File: config.mk
export PLATFORM = sky130hd
export DESIGN_NAME = fetch_sequencer
export DESIGN_NICKNAME = d
export VERILOG_FILES = /design/src/rtl/fetch_pkg.sv /design/src/rtl/fetch_sequencer.sv
export SDC_FILE = /design/constraint.sdc
export NUM_CORES = 1
export LEC_CHECK = 0
export CORE_AREA = 2 2 140 142
export CTS_CLUSTER_SIZE = 10
export DETAILED_ROUTE_END_ITERATION = 8
export DIE_AREA = 0 0 142 144
export PLACE_DENSITY = 0.67
export SLEW_MARGIN = 0
export SYNTH_ARGS = -nofsm -noshare
export SYNTH_HDL_FRONTEND = slang
export SYNTH_SLANG_ARGS = --single-unit
File: constraint.sdc
create_clock -name i_Clk -period 8.7 [get_ports i_Clk]
set_input_delay 1.74 -clock i_Clk [delete_from_list [all_inputs] [get_ports i_Clk]]
set_output_delay 1.74 -clock i_Clk [all_outputs]
set_load 0.02 [all_outputs]
File: src/rtl/fetch_pkg.sv
// Shared definitions for the instruction fetch sequencer.
package fetch_pkg;

  // Fetch sequencer states.
  typedef enum logic [1:0] {
    StBoot    = 2'd0,
    StReq     = 2'd1,
    StSquash  = 2'd2,
    StDeliver = 2'd3
  } fetch_state_e;

  // Instruction presented while nothing valid has been fetched.
  localparam logic [31:0] NOP_INSTR = 32'h0000_0000;

  // Byte distance between sequential instructions.
  localparam int unsigned PC_STEP = 4;

endpackage

File: src/rtl/fetch_sequencer.sv
// Program counter owner and single-outstanding-request fetch sequencer.
// Delivers each fetched word with its PC and PC+4 to decode, holds it across
// stalls, and squashes in-flight fetches when the next-PC logic redirects.
module fetch_sequencer
  import fetch_pkg::*;
#(
  parameter int unsigned        ADDR_W       = 32,
  parameter logic [ADDR_W-1:0]  RESET_VECTOR = '0
) (
  input  logic              i_Clk,
  input  logic              i_Reset,
  input  logic              i_Stall,
  input  logic              i_Redirect,
  input  logic [ADDR_W-1:0] i_Target,
  output logic              o_Fetch_Req,
  output logic [ADDR_W-1:0] o_Fetch_Addr,
  input  logic              i_Fetch_Ack,
  input  logic [31:0]       i_Fetch_Data,
  output logic              o_Instr_Valid,
  output logic [31:0]       o_Instruction,
  output logic [ADDR_W-1:0] o_Pc,
  output logic [ADDR_W-1:0] o_Pc_Plus4,
  output logic              o_Misaligned
);

  localparam logic [ADDR_W-1:0] STEP = ADDR_W'(PC_STEP);

  fetch_state_e      state_q, state_d;
  logic [ADDR_W-1:0] fetch_pc_q, fetch_pc_d;
  logic [ADDR_W-1:0] pend_pc_q, pend_pc_d;
  logic [31:0]       instr_q, instr_d;
  logic [ADDR_W-1:0] pc_q, pc_d;
  logic [ADDR_W-1:0] pc_plus4_q, pc_plus4_d;
  logic              misaligned_q, misaligned_d;

  logic [ADDR_W-1:0] target_aligned;
  logic [ADDR_W-1:0] fetch_pc_next;

  // Targets are word-aligned by dropping the low two bits; the add wraps.
  assign target_aligned = {i_Target[ADDR_W-1:2], 2'b00};
  assign fetch_pc_next  = fetch_pc_q + STEP;

  // State and datapath registers; reset abandons any outstanding request.
  always_ff @(posedge i_Clk or posedge i_Reset) begin
    if (i_Reset) begin
      state_q      <= StBoot;
      fetch_pc_q   <= RESET_VECTOR;
      pend_pc_q    <= RESET_VECTOR;
      instr_q      <= NOP_INSTR;
      pc_q         <= RESET_VECTOR;
      pc_plus4_q   <= RESET_VECTOR + STEP;
      misaligned_q <= 1'b0;
    end else begin
      state_q      <= state_d;
      fetch_pc_q   <= fetch_pc_d;
      pend_pc_q    <= pend_pc_d;
      instr_q      <= instr_d;
      pc_q         <= pc_d;
      pc_plus4_q   <= pc_plus4_d;
      misaligned_q <= misaligned_d;
    end
  end

  // Next-state logic and fetch request decode.
  always_comb begin
    state_d      = state_q;
    fetch_pc_d   = fetch_pc_q;
    pend_pc_d    = pend_pc_q;
    instr_d      = instr_q;
    pc_d         = pc_q;
    pc_plus4_d   = pc_plus4_q;
    o_Fetch_Req  = 1'b0;
    // Every redirect is accepted in every state, so flag it one cycle later.
    misaligned_d = i_Redirect & (|i_Target[1:0]);

    case (state_q)
      StBoot: begin
        if (i_Redirect) fetch_pc_d = target_aligned;
        state_d = StReq;
      end

      StReq: begin
        o_Fetch_Req = 1'b1;
        if (i_Redirect && i_Fetch_Ack) begin
          // Returned word is from the wrong path; refetch from the target.
          fetch_pc_d = target_aligned;
        end else if (i_Redirect) begin
          // Request address must stay stable until the ack, so park the target.
          pend_pc_d = target_aligned;
          state_d   = StSquash;
        end else if (i_Fetch_Ack) begin
          instr_d    = i_Fetch_Data;
          pc_d       = fetch_pc_q;
          pc_plus4_d = fetch_pc_next;
          fetch_pc_d = fetch_pc_next;
          state_d    = StDeliver;
        end
      end

      StSquash: begin
        o_Fetch_Req = 1'b1;
        if (i_Redirect) pend_pc_d = target_aligned;
        if (i_Fetch_Ack) begin
          // Newest redirect wins even if it arrives with the ack.
          fetch_pc_d = i_Redirect ? target_aligned : pend_pc_q;
          state_d    = StReq;
        end
      end

      StDeliver: begin
        if (i_Redirect) begin
          fetch_pc_d = target_aligned;
          state_d    = StReq;
        end else if (!i_Stall) begin
          state_d = StReq;
        end
      end

      default: begin
        state_d = StBoot;
      end
    endcase
  end

  // Outputs come straight from registered state so they are glitch-free.
  always_comb begin
    o_Fetch_Addr  = fetch_pc_q;
    o_Instr_Valid = (state_q == StDeliver);
    o_Instruction = instr_q;
    o_Pc          = pc_q;
    o_Pc_Plus4    = pc_plus4_q;
    o_Misaligned  = misaligned_q;
  end

endmodule

* After elaboration in Yosys (flattened, before gate mapping) *
Index checks and enable logic that the tools add are counted.

word-level totals
  register bits = 163
  latch bits = 0
  RAM bits = 0
  memory bits (read-only) = 0
  bits of input ports = 69
  output and inout port bits = 131
  memories = 0

cells by class
  $add $sub $neg = 1
  multipliers = 0
  divide/modulo/power cells = 0
  order comparisons = 0
  equal/unequal tests = 10
  shift-type cells = 0
  mux-type cells = 17
  bitwise operators = 3
  reduce and logical (&&, ||, !) cells = 10

operator list
  operator                 count
  $mux W32                 7
  $pmux W32 S3             1
  $pmux W32 S2             1
  $add A32 B3 Y32 const B  1
  $mux W2                  6
  $ne A3 B3 Y1 const B     4
  $reduce_and A4 Y1        3
  $pmux W2 S4              1
  $reduce_or A2 Y1         3
  $eq A2 B2 Y1 const B     2
  $ne A2 B2 Y1 const B     2
  $eq A2 B1 Y1 const B     1
  $logic_not A2 Y1         1
  $ne A2 B1 Y1 const B     1
  $not A1 Y1               2
  $reduce_and A2 Y1        1
  $reduce_bool A2 Y1       1
  $and A1 B1 Y1            1
  $logic_and A1 B1 Y1      1
  $mux W1                  1

* Depth between registers and ports, before layout *
Gate-level depths: netlist of the first run.

  depth after elaboration = 5
  gate-level depth with buffers = 9
  depth with buffers taken out = 7

* Worst setup path after synthesis of the first run *
OpenSTA, ideal clock, no wires.

  kind = in2reg
  start point = in i_Fetch_Ack
  end point = reg fetch_pc_q[7] (netlist: o_Fetch_Addr[7])
  library setup time = 134 ps
  arrival = 2,899 ps
  required time = 8,566 ps
  setup slack = 5,667 ps
  stages on the path = 7
  buffers on the path = 2
  cells stage by stage = clkbuf_1 > nand2_1 > nand2_1 > clkbuf_1 > nor2_1 > a222oi_1 > o21ai_0

between the ends
  word-level cells in the longest chain between the ends = 3
  elaborated cells between the ends (all ways) = 7

RTL lines
  what                                                                line                   source
  start: declaration                                                  fetch_sequencer.sv:17  input logic i_Fetch_Ack,
  $logic_and A1 B1 Y1                                                 fetch_sequencer.sv:84  if (i_Redirect && i_Fetch_Ack) begin
  $ne A3 B3 Y1 (no source line) or $mux W32 (tied branches)           --
  $reduce_and A4 Y1 (no source line) or $pmux W32 S3 (tied branches)  --
  end signal: assignment                                              fetch_sequencer.sv:55  fetch_pc_q <= fetch_pc_d;
  end: declaration                                                    fetch_sequencer.sv:29  logic [ADDR_W-1:0] fetch_pc_q, fetch_pc_d;

Several ways; a longest one is shown, not always the timed one.
A chain may end at the register's enable or synchronous reset.

* Final worst setup path of the first run *
  start point = in i_Redirect
  end point = reg pc_plus4_q[8] (netlist: o_Pc_Plus4[8])

between the ends
  word-level cells in the longest chain between the ends = 3
  elaborated cells between the ends (all ways) = 4

RTL lines
  what                                  line                   source
  start: declaration                    fetch_sequencer.sv:13  input logic i_Redirect,
  $logic_and A1 B1 Y1                   fetch_sequencer.sv:84
  $not A1 Y1 (no source line)           --
  $reduce_and A4 Y1 (no source line) *  --
  end signal: assignment                fetch_sequencer.sv:51  pc_plus4_q <= RESET_VECTOR + STEP;
  end signal: assignment                fetch_sequencer.sv:59  pc_plus4_q <= pc_plus4_d;
  end: declaration                      fetch_sequencer.sv:33  logic [ADDR_W-1:0] pc_plus4_q, pc_plus4_d;

Every way passes the cells marked *; elsewhere a longest branch is shown, timed or not.

==> impl_metrics.py, run 1 <==
metrics = {
    "setup_path": {
        "cp-start-kind": "input pin",
        "cp.arrival_ns": 4.57,
        "cp.required_ns": 8.98,
        "worstRegToRegCells": 8,
        "crit_end": "o_Pc_Plus4[8]",
        "rr_endpoint": "o_Fetch_Addr[31]",
        "r2r_slack_ns": 5.99,
        "cp-startpoint": "i_Redirect",
        "crit_chain": "clkdlybuf4s50_1, clkinv_1, nand3_4, buf_4, o21ai_0",
        "crit_fanout": 79,
        "cpPeakStageDelay_ns": 0.92,
        "rr_startpoint": "state_q[1]",
        "worst_setup_path_end_kind": "flop",
        "worst-setup-path-type": "input pin to flop",
        "critPathSlowestCell": "clkdlybuf4s50_1",
    },
    "global_route": {
        "grt_max_degree": 86,
        "track_usage": 0.2042,
        "grt_busiest_layer": "met1",
        "met1_usage": 0.2979,
        "met3_usage": 0.05099,
        "grt_pass1_vias": 5708,
        "grt_pass1_wl_um": 32140,
        "grt_overflow": 0,
        "antenna_found_initial": 1,
        "grt_use_met2": 0.2977,
    },
    "logic_synthesis": {
        "synthFlopType": "dfrtp_1",
        "yosys.cell_count.top_type": "nand2_1",
        "postSynthCellCount": 767,
        "synth_top_cells_by_count": "nand2_1, dfrtp_1, o21ai_0",
        "synth_edf_count": 0,
        "yosysWarningCount": 0,
        "seq_area_frac_synth": 0.5419,
        "syn-num-nets": 840,
        "ys_seq_elements": 161,
        "synthTopCellsByArea": "dfrtp_1, nand2_1, mux2_2",
        "synth.top_cell.area_share": 0.5384,
        "synth_top_area_cell": "dfrtp_1",
        "syn_area_um2": 7437,
        "synth.avg_cell_area_um2": 9.696,
        "synthArstFlopShare": 1.000,
        "ys_types": 55,
    },
    "cts": {
        "cts_sinks": 161,
        "clkTransAtPathRegs_ns": 0.06,
        "cts_hold_buf": 0,
        "cts_resized": 0,
        "cts_made_buffers": 17,
        "htree_levels": 4,
        "post-cts-setup-buffers": 0,
        "ctsRootBufferMaster": "clkbuf_16",
        "clockBufferDepth": 2,
        "cts_tree": "built",
        "clk-insertion-delay-late_ns": 0.43,
    },
    "timing": {
        "worst_pin_slew_ns": 1.100,
        "rsz0062_at_grt": "false",
        "maxSlewHeadroom": 0.2651,
        "fin_crit_sh": 0.4929,
        "slew_viol_final": 0,
        "setup_violations": 0,
        "skew_ns": 0.01145,
        "fin_crit_ns": 4.288,
        "finalHoldViolCount": 0,
        "setup-tns-final_ns": 0,
        "max_freq_ghz": 0.2332,
    },
    "finish": {
        "drive_gt1_frac": 0.09864,
        "antenna_cells": 0,
        "areaGrowthSynthToFinish_pct": 36.86,
        "nNetsFinal": 1013,
    },
    "die": {
        "die_w_um": 142,
        "num_io_pins": 200,
        "die_area_um2": 20450,
        "die_height_um": 144,
        "start_util": 0.3898,
        "num_rows": 51,
        "core_region_area_um2": 19080,
    },
    "status": {
        "status": "finished, final reports clean",
    },
    "route": {
        "wl_um": 20880,
        "vias": 6178,
        "dr.first_iter.drc_count": 478,
        "dr.pass1.iters": 5,
        "viasPerCell": 5.187,
        "postRouteAntennaNets": 0,
        "route.detailed.drc": 0,
        "post_drt_wl_per_cell_um": 17.53,
    },
    "pwr": {
        "total_power_w": 0.004022,
        "peakVddDrop_uv": 260.5,
        "powerDensity_nw_per_um2": 395.2,
        "p_leak_nw": 4.415,
    },
    "place": {
        "place_congestion": 0.7954,
        "hpwl_um": 14360,
        "portBuffers": 199,
    },
    "run": {
        "maxCapViolations": 0,
    },
    "worst_hold_path": {
        "worstHoldPathType": "flop to flop",
    },
}
worst min-delay path by stage:
stage / start / end / slack (ns) / cells after the start
floorplan: pend_pc_q[0] / pend_pc_q[0] / 0.45 / 1
global route: o_Instruction[8] / o_Instruction[8] / 0.49 / 2
CTS: o_Instruction[26] / o_Instruction[26] / 0.48 / 2
detailed placement: o_Instruction[26] / o_Instruction[26] / 0.46 / 2
finish: o_Instruction[13] / o_Instruction[13] / 0.47 / 2
global placement: o_Instruction[21] / o_Instruction[21] / 0.46 / 2
layout make-up:
| class | count | area [µm²] |
|---|---|---|
| tap | 238 | 297.8 |
| multi-input combinational | 534 | 3132 |
| clock buffer | 18 | 439.2 |
| timing repair buffer | 207 | 2052 |
| sequential | 161 | 4030 |
| clock inverter | 14 | 151.4 |
| inverter | 19 | 76.32 |
| fill | 1721 | 8901 |
cells by family (layout without fill, tap and decap cells):
group                      Yosys count  after routing  share of synthesized area
buffers and inverters               72            258                    0.04155
and+or+nand+nor                    303            303                     0.1782
DFF                                161            161                     0.5419
adders and majority gates            4              4                   0.006730
muxes                               37             37                    0.05585
xor gates and xnor gates            28             28                    0.03298
AOI/OAI and AO/OA                  162            162                     0.1428
where the power goes:
group	total [W]	internal, W	leakage, nW	switching (W)
combinational	0.00192	0.000881	2.10	0.00104
sequential	0.00135	0.00109	2.02	0.000263
clock	0.000753	0.000434	0.288	0.000319
routing by layer:
layer | wire [µm] | up-vias | part of all wire
li1 | - | 2991 | -
met1 | 10010 | 2966 | 0.48
met2 | 9344 | 195 | 0.45
met3 | 1182 | 24 | 0.057
met4 | 330 | 2 | 0.016
met5 | 16 | - | 0.00077
worst max-delay path: cells and delay by family:
kind            cells  cell delay (ns)
simple gates        1             0.49
compound gates      1             0.21
buf+inv             3             2.05
flip-flops by register name, summed over array words and instances, names as in the netlist:
| name | count |
|---|---|
| o_Fetch_Addr | 32 |
| o_Pc | 32 |
| o_Misaligned | 1 |
| state_q | 2 |
| pend_pc_q | 32 |
| o_Pc_Plus4 | 30 |
| o_Instruction | 32 |
placed cells by master (no fill, tap or decap), types with 3 or more instances in the layout:
| cell type | Yosys | layout |
|---|---|---|
| nand2_1 | 223 | 223 |
| clkdlybuf4s50_1 | 0 | 199 |
| dfrtp_1 | 160 | 160 |
| o21ai_0 | 66 | 66 |
| mux2_2 | 36 | 36 |
| xnor2_1 | 25 | 25 |
| nor2_1 | 24 | 23 |
| a21oi_1 | 19 | 19 |
| inv_1 | 18 | 17 |
| clkbuf_16 | 0 | 17 |
| a22oi_1 | 10 | 10 |
| nor3_1 | 9 | 9 |
| nand4_1 | 9 | 9 |
| a221oi_1 | 9 | 9 |
| buf_4 | 5 | 8 |
| inv_6 | 0 | 7 |
| o22ai_1 | 8 | 7 |
| o31a_1 | 7 | 7 |
| and2_1 | 6 | 6 |
| a2bb2oi_1 | 6 | 6 |
| a222oi_1 | 6 | 6 |
| nand3_1 | 6 | 5 |
| and3_1 | 5 | 5 |
| nor4_1 | 4 | 4 |
| a31oi_1 | 4 | 4 |
| a22o_1 | 4 | 4 |
| ha_1 | 4 | 4 |
| o21a_1 | 3 | 3 |
| and4_1 | 3 | 3 |
| xor2_1 | 3 | 3 |
| nor2b_1 | 3 | 3 |
| o31ai_1 | 3 | 3 |
| a221o_1 | 3 | 3 |
| a21o_1 | 3 | 3 |
| clkinv_2 | 0 | 3 |
through the flow:
stage	util	worst slack (ns)	hold slack [ns]	std cells	cell area, µm²
finish	0.5335	4.412	0.4710	1191	10180
global route	0.5335	4.161	0.4931	1191	10180
CTS	0.5335	4.426	0.4772	1191	10180
detailed placement	0.5025	3.960	0.4608	1159	9588
global placement	0.5025	4.026	0.4565	1159	9588
floorplan	-	2.613	0.4534	767	7437
(Power assumes the default switching activity.)
==> inputs of run 2 (changes only) <==
clock period = 4.25 ns   (was 8.7 ns; I/O delays follow)
==> impl_metrics.py, run 2 (synthesis gave the netlist of run 1 again) <==
metrics = {
    "setup_path": {
        "cp_num_buf_inv": 3,
        "crit_chain": "clkdlybuf4s50_1, buf_4, clkinv_1, o21ai_2, a22oi_1, o31a_1, o21ai_0",
        "worst-path-stages": 7,
        "cp.arrival_ns": 3.29,
        "worstRegToRegCells": 8,
        "cpPeakStageDelay_ns": 0.80,
        "worst-setup-path-type": "input pin to flop",
        "cp.required_ns": 4.58,
        "r2r_slack_ns": 1.44,
        "rr_startpoint": "state_q[1]",
        "rr_endpoint": "o_Fetch_Addr[27]",
        "cp-start-kind": "input pin",
        "worst_setup_path_end_kind": "flop",
        "path_delay_family": "compound AO/OA/AOI/OAI gates",
        "crit_fanout": 21,
        "critPathSlowestCell": "o21ai_2",
    },
    "die": {
        "num_io_pins": 200,
        "die_height_um": 144,
        "start_util": 0.3898,
        "num_rows": 51,
        "die_w_um": 142,
        "die_area_um2": 20450,
        "core_region_area_um2": 19080,
    },
    "finish": {
        "areaGrowthSynthToFinish_pct": 37.77,
        "nNetsFinal": 1018,
        "multiInputGateArea_um2": 3132,
        "regArea_um2": 4030,
        "final_cell_mix": "nand2_1, clkdlybuf4s50_1, dfrtp_1",
        "mostFrequentLayoutCell": "nand2_1",
        "finalNonFillerCells": 1196,
        "fill_cells": 1701,
        "fin_area_um2": 10250,
        "antenna_cells": 0,
        "drive_gt1_frac": 0.1033,
    },
    "global_route": {
        "grt_overflow": 0,
        "antenna_found_initial": 0,
        "track_usage": 0.2036,
        "grt_pass1_wl_um": 32220,
        "grt_max_degree": 96,
        "grt_pass1_vias": 5740,
    },
    "route": {
        "route.detailed.drc": 0,
        "wl_um": 20770,
        "postRouteAntennaNets": 0,
        "dr.first_iter.drc_count": 414,
        "viasPerCell": 5.217,
        "met2_length_um": 9350,
        "post_drt_wl_per_cell_um": 17.36,
        "routed.top_layer": "met4",
        "vias": 6239,
        "wl_met3_um": 1223,
        "dr.pass1.iters": 5,
        "wl_met1_um": 9878,
    },
    "cts": {
        "clockBufferDepth": 2,
        "cts_sinks": 161,
        "cts_hold_buf": 0,
        "cts_tree": "built",
        "htree_levels": 4,
        "cts_made_buffers": 17,
        "cts_resized": 0,
        "clkTransAtPathRegs_ns": 0.07,
        "clk-insertion-delay-late_ns": 0.43,
        "ctsRootBufferMaster": "clkbuf_16",
        "post-cts-setup-buffers": 0,
    },
    "timing": {
        "fin_crit_sh": 0.6973,
        "finalHoldViolCount": 0,
        "skew_ns": 0.005611,
        "fin_ws_ns": 1.286,
        "fin_crit_ns": 2.964,
        "maxSlewHeadroom": 0.2412,
        "rsz0062_at_grt": "false",
        "setup-tns-final_ns": 0,
        "worst_pin_slew_ns": 1.128,
        "slew_viol_final": 0,
        "setup_violations": 0,
        "max_freq_ghz": 0.3374,
    },
    "worst_hold_path": {
        "worstHoldPathType": "flop to flop",
        "worstHoldEndpoint": "o_Instruction[0]",
        "hp-start": "o_Instruction[0]",
        "hold_path_depth": 2,
    },
    "place": {
        "hpwl_um": 14560,
        "pre_cts_ws_ns": 0.8273,
        "portBuffers": 199,
        "place_congestion": 0.8086,
        "dp.cells": 1164,
        "placed_cell_area_um2": 9649,
    },
    "status": {
        "status": "finished, final reports clean",
    },
    "pwr": {
        "p_leak_nw": 4.435,
        "peakVddDrop_uv": 464.1,
        "powerDensity_nw_per_um2": 807.0,
    },
    "run": {
        "maxCapViolations": 0,
    },
}
-- run 2: power breakdown --
group          switching [W]  internal [W]  total [W]
combinational        0.00212       0.00182    0.00394
sequential          0.000541       0.00223    0.00277
clock               0.000683      0.000883    0.00157
-- run 2: layout make-up --
class,count,share of cell area
Clock inverter,15,0.01673
Clock buffer,17,0.04152
Tap cell,238,0.02906
Sequential cell,161,0.3933
Inverter,19,0.007327
Timing Repair Buffer,212,0.2064
Multi-Input combinational cell,534,0.3057
-- run 2: worst max path at each step --
stage / startpoint / end / slack, ns
final: i_Redirect / o_Fetch_Addr[15] / 1.29
after detailed placement: i_Redirect / o_Fetch_Addr[31] / 0.83
after global routing: i_Redirect / o_Fetch_Addr[31] / 1.03
after CTS: i_Redirect / o_Pc[7] / 1.26
after floorplan: i_Reset / o_Fetch_Addr[0] / 1.36
after global placement: i_Redirect / o_Instruction[1] / 0.90
-- run 2: routing by layer --
| metal | vias to the layer above | global-route usage |
|---|---|---|
| met1 | 3010 | 0.3035 |
| met4 | 0 | 0.06579 |
| li1 | 2997 | - |
| met3 | 19 | 0.03974 |
| met5 | - | 0 |
| met2 | 213 | 0.2982 |
-- run 2: worst register-to-register path: cells and delay by family, from the launching register on --
kind / cells / cell delay [ns]
DFF: 1 / 0.41
buffers and inverters: 2 / 0.44
AOI/OAI and AO/OA: 4 / 1.09
and+or+nand+nor: 1 / 0.20
adders and majority gates: 1 / 0.59
-- run 2: stage by stage --
stage | utilization | power (W) | hold WS (ns)
2_1_floorplan | - | 0.005003 | 0.4534
3_3_place_gp | 0.5057 | 0.006669 | 0.4574
3_5_place_dp | 0.5057 | 0.006744 | 0.4622
4_1_cts | 0.5370 | 0.008320 | 0.4793
5_1_grt | 0.5370 | 0.008766 | 0.4985
6_report | 0.5370 | 0.008269 | 0.4737
==> inputs of run 3 (changes only) <==
PLACE_DENSITY = 0.7   (was 0.67)
clock period = 2.4 ns   (was 4.25 ns; I/O delays follow)
==> impl_metrics.py, run 3 (synthesis gave the netlist of run 1 again) <==
metrics = {
    "cts": {
        "post-cts-setup-buffers": 0,
        "clkTransAtPathRegs_ns": 0.07,
        "cts_tree": "built",
        "htree_levels": 4,
        "clockBufferDepth": 2,
        "cts_sinks": 161,
        "clk-insertion-delay-late_ns": 0.43,
        "cts_made_buffers": 17,
        "ctsRootBufferMaster": "clkbuf_16",
    },
    "die": {
        "die_area_um2": 20450,
        "die_w_um": 142,
        "die_height_um": 144,
        "num_rows": 51,
        "core_region_area_um2": 19080,
        "num_io_pins": 200,
        "start_util": 0.3898,
    },
    "timing": {
        "finalHoldViolCount": 0,
        "setup_violations": 0,
        "max_freq_ghz": 0.4386,
        "fin_ws_ns": 0.1198,
        "skew_ns": 0.01017,
        "fin_crit_ns": 2.280,
        "maxSlewHeadroom": 0.6237,
        "whs_ns": 0.3419,
        "worst_pin_slew_ns": 0.5593,
        "fin_crit_sh": 0.9501,
        "rsz0062_at_grt": "false",
        "slew_viol_final": 0,
    },
    "run": {
        "maxCapViolations": 0,
    },
    "setup_path": {
        "crit_end": "o_Fetch_Req",
        "cp-start-kind": "flop",
        "cp-startpoint": "state_q[0]",
        "worst-setup-path-type": "flop to output port",
        "cp.required_ns": 1.92,
        "rr_endpoint": "o_Fetch_Addr[22]",
        "rr_startpoint": "state_q[1]",
        "cp.arrival_ns": 1.80,
        "crit_fanout": 8,
        "r2r_slack_ns": 0.22,
        "worst_setup_path_end_kind": "output port",
        "worstRegToRegCells": 9,
    },
    "global_route": {
        "antenna_found_initial": 1,
        "grt_pass1_vias": 5873,
        "grt_max_degree": 67,
        "track_usage": 0.2051,
        "grt_pass1_wl_um": 32260,
        "grt_overflow": 0,
    },
    "finish": {
        "fill_cells": 1695,
        "mostFrequentLayoutCell": "nand2_1",
        "fin_area_um2": 10560,
        "drive_gt1_frac": 0.1316,
        "nNetsFinal": 1048,
        "areaGrowthSynthToFinish_pct": 42.03,
        "final_cell_mix": "nand2_1, clkdlybuf4s50_1, dfrtp_1",
    },
    "pwr": {
        "p_leak_nw": 4.615,
        "powerDensity_nw_per_um2": 1416,
        "total_power_w": 0.01496,
        "peakVddDrop_uv": 885.8,
    },
    "route": {
        "vias": 6300,
        "viasPerCell": 5.134,
        "route.detailed.drc": 0,
        "dr.first_iter.drc_count": 411,
        "post_drt_wl_per_cell_um": 17.19,
        "wl_um": 21090,
        "postRouteAntennaNets": 0,
        "dr.pass1.iters": 5,
    },
    "place": {
        "placed_cell_area_um2": 9987,
        "place_congestion": 0.8512,
        "pre_cts_ws_ns": 0.1708,
        "hpwl_um": 15350,
        "portBuffers": 199,
    },
    "worst_hold_path": {
        "worstHoldPathType": "input pin to asynchronous set/reset pin",
    },
    "status": {
        "status": "finished, final reports clean",
    },
}
[run 3: worst min path at each step]
stage / cells after the start / slack [ns] / start / endpoint
detailed placement: 2 / 0.46 / o_Instruction[25] / o_Instruction[25]
global placement: 2 / 0.46 / o_Instruction[26] / o_Instruction[26]
global route: 2 / 0.33 / i_Reset / o_Pc[26]
finish: 2 / 0.34 / i_Reset / o_Pc[26]
CTS: 2 / 0.33 / i_Reset / o_Pc[26]
floorplan: 1 / 0.45 / pend_pc_q[0] / pend_pc_q[0]
[run 3: critical path, cell delays in order, from the launching register on]
cell	delay, ns
dfrtp_1	0.40
inv_1	0.06
ha_2	0.42
inv_1	0.13
dlygate4sd2_1	0.34
[run 3: report_power, final]
| group | leakage (nW) | internal [W] | switching, W |
|---|---|---|---|
| clock | 0.267 | 0.00147 | 0.00117 |
| combinational | 2.32 | 0.00357 | 0.00395 |
| sequential | 2.02 | 0.00394 | 0.000864 |
[run 3: repair_timing]
item,in CTS,in global routing
setup endpoints to repair,1,1
hold buffers,0,0
gates resized for setup,1,1
[run 3: area by class of cell]
class / count / area (µm²) / share of cell area
Timing Repair Buffer: 242 / 2451 / 0.2321
Antenna cell: 1 / 2.502 / 0.0002369
Tap cell: 238 / 297.8 / 0.02819
Sequential cell: 161 / 4030 / 0.3815
Clock inverter: 14 / 132.6 / 0.01256
Multi-Input combinational cell: 534 / 3134 / 0.2967
Inverter: 19 / 75.07 / 0.007107
Clock buffer: 18 / 439.2 / 0.04158
[run 3: per-layer routing]
metal	GRT usage	wire, µm
met1	0.2896	9745
met5	0	0
met4	0.06842	252
met2	0.3171	9926
met3	0.04205	1165
[run 3: stage by stage]
step	instances	util	TNS (ns)
floorplan	767	-	-19.52
global placement	1194	0.5234	0
detailed placement	1194	0.5234	0
CTS	1226	0.5533	0
global route	1227	0.5536	0
finish	1227	0.5536	0
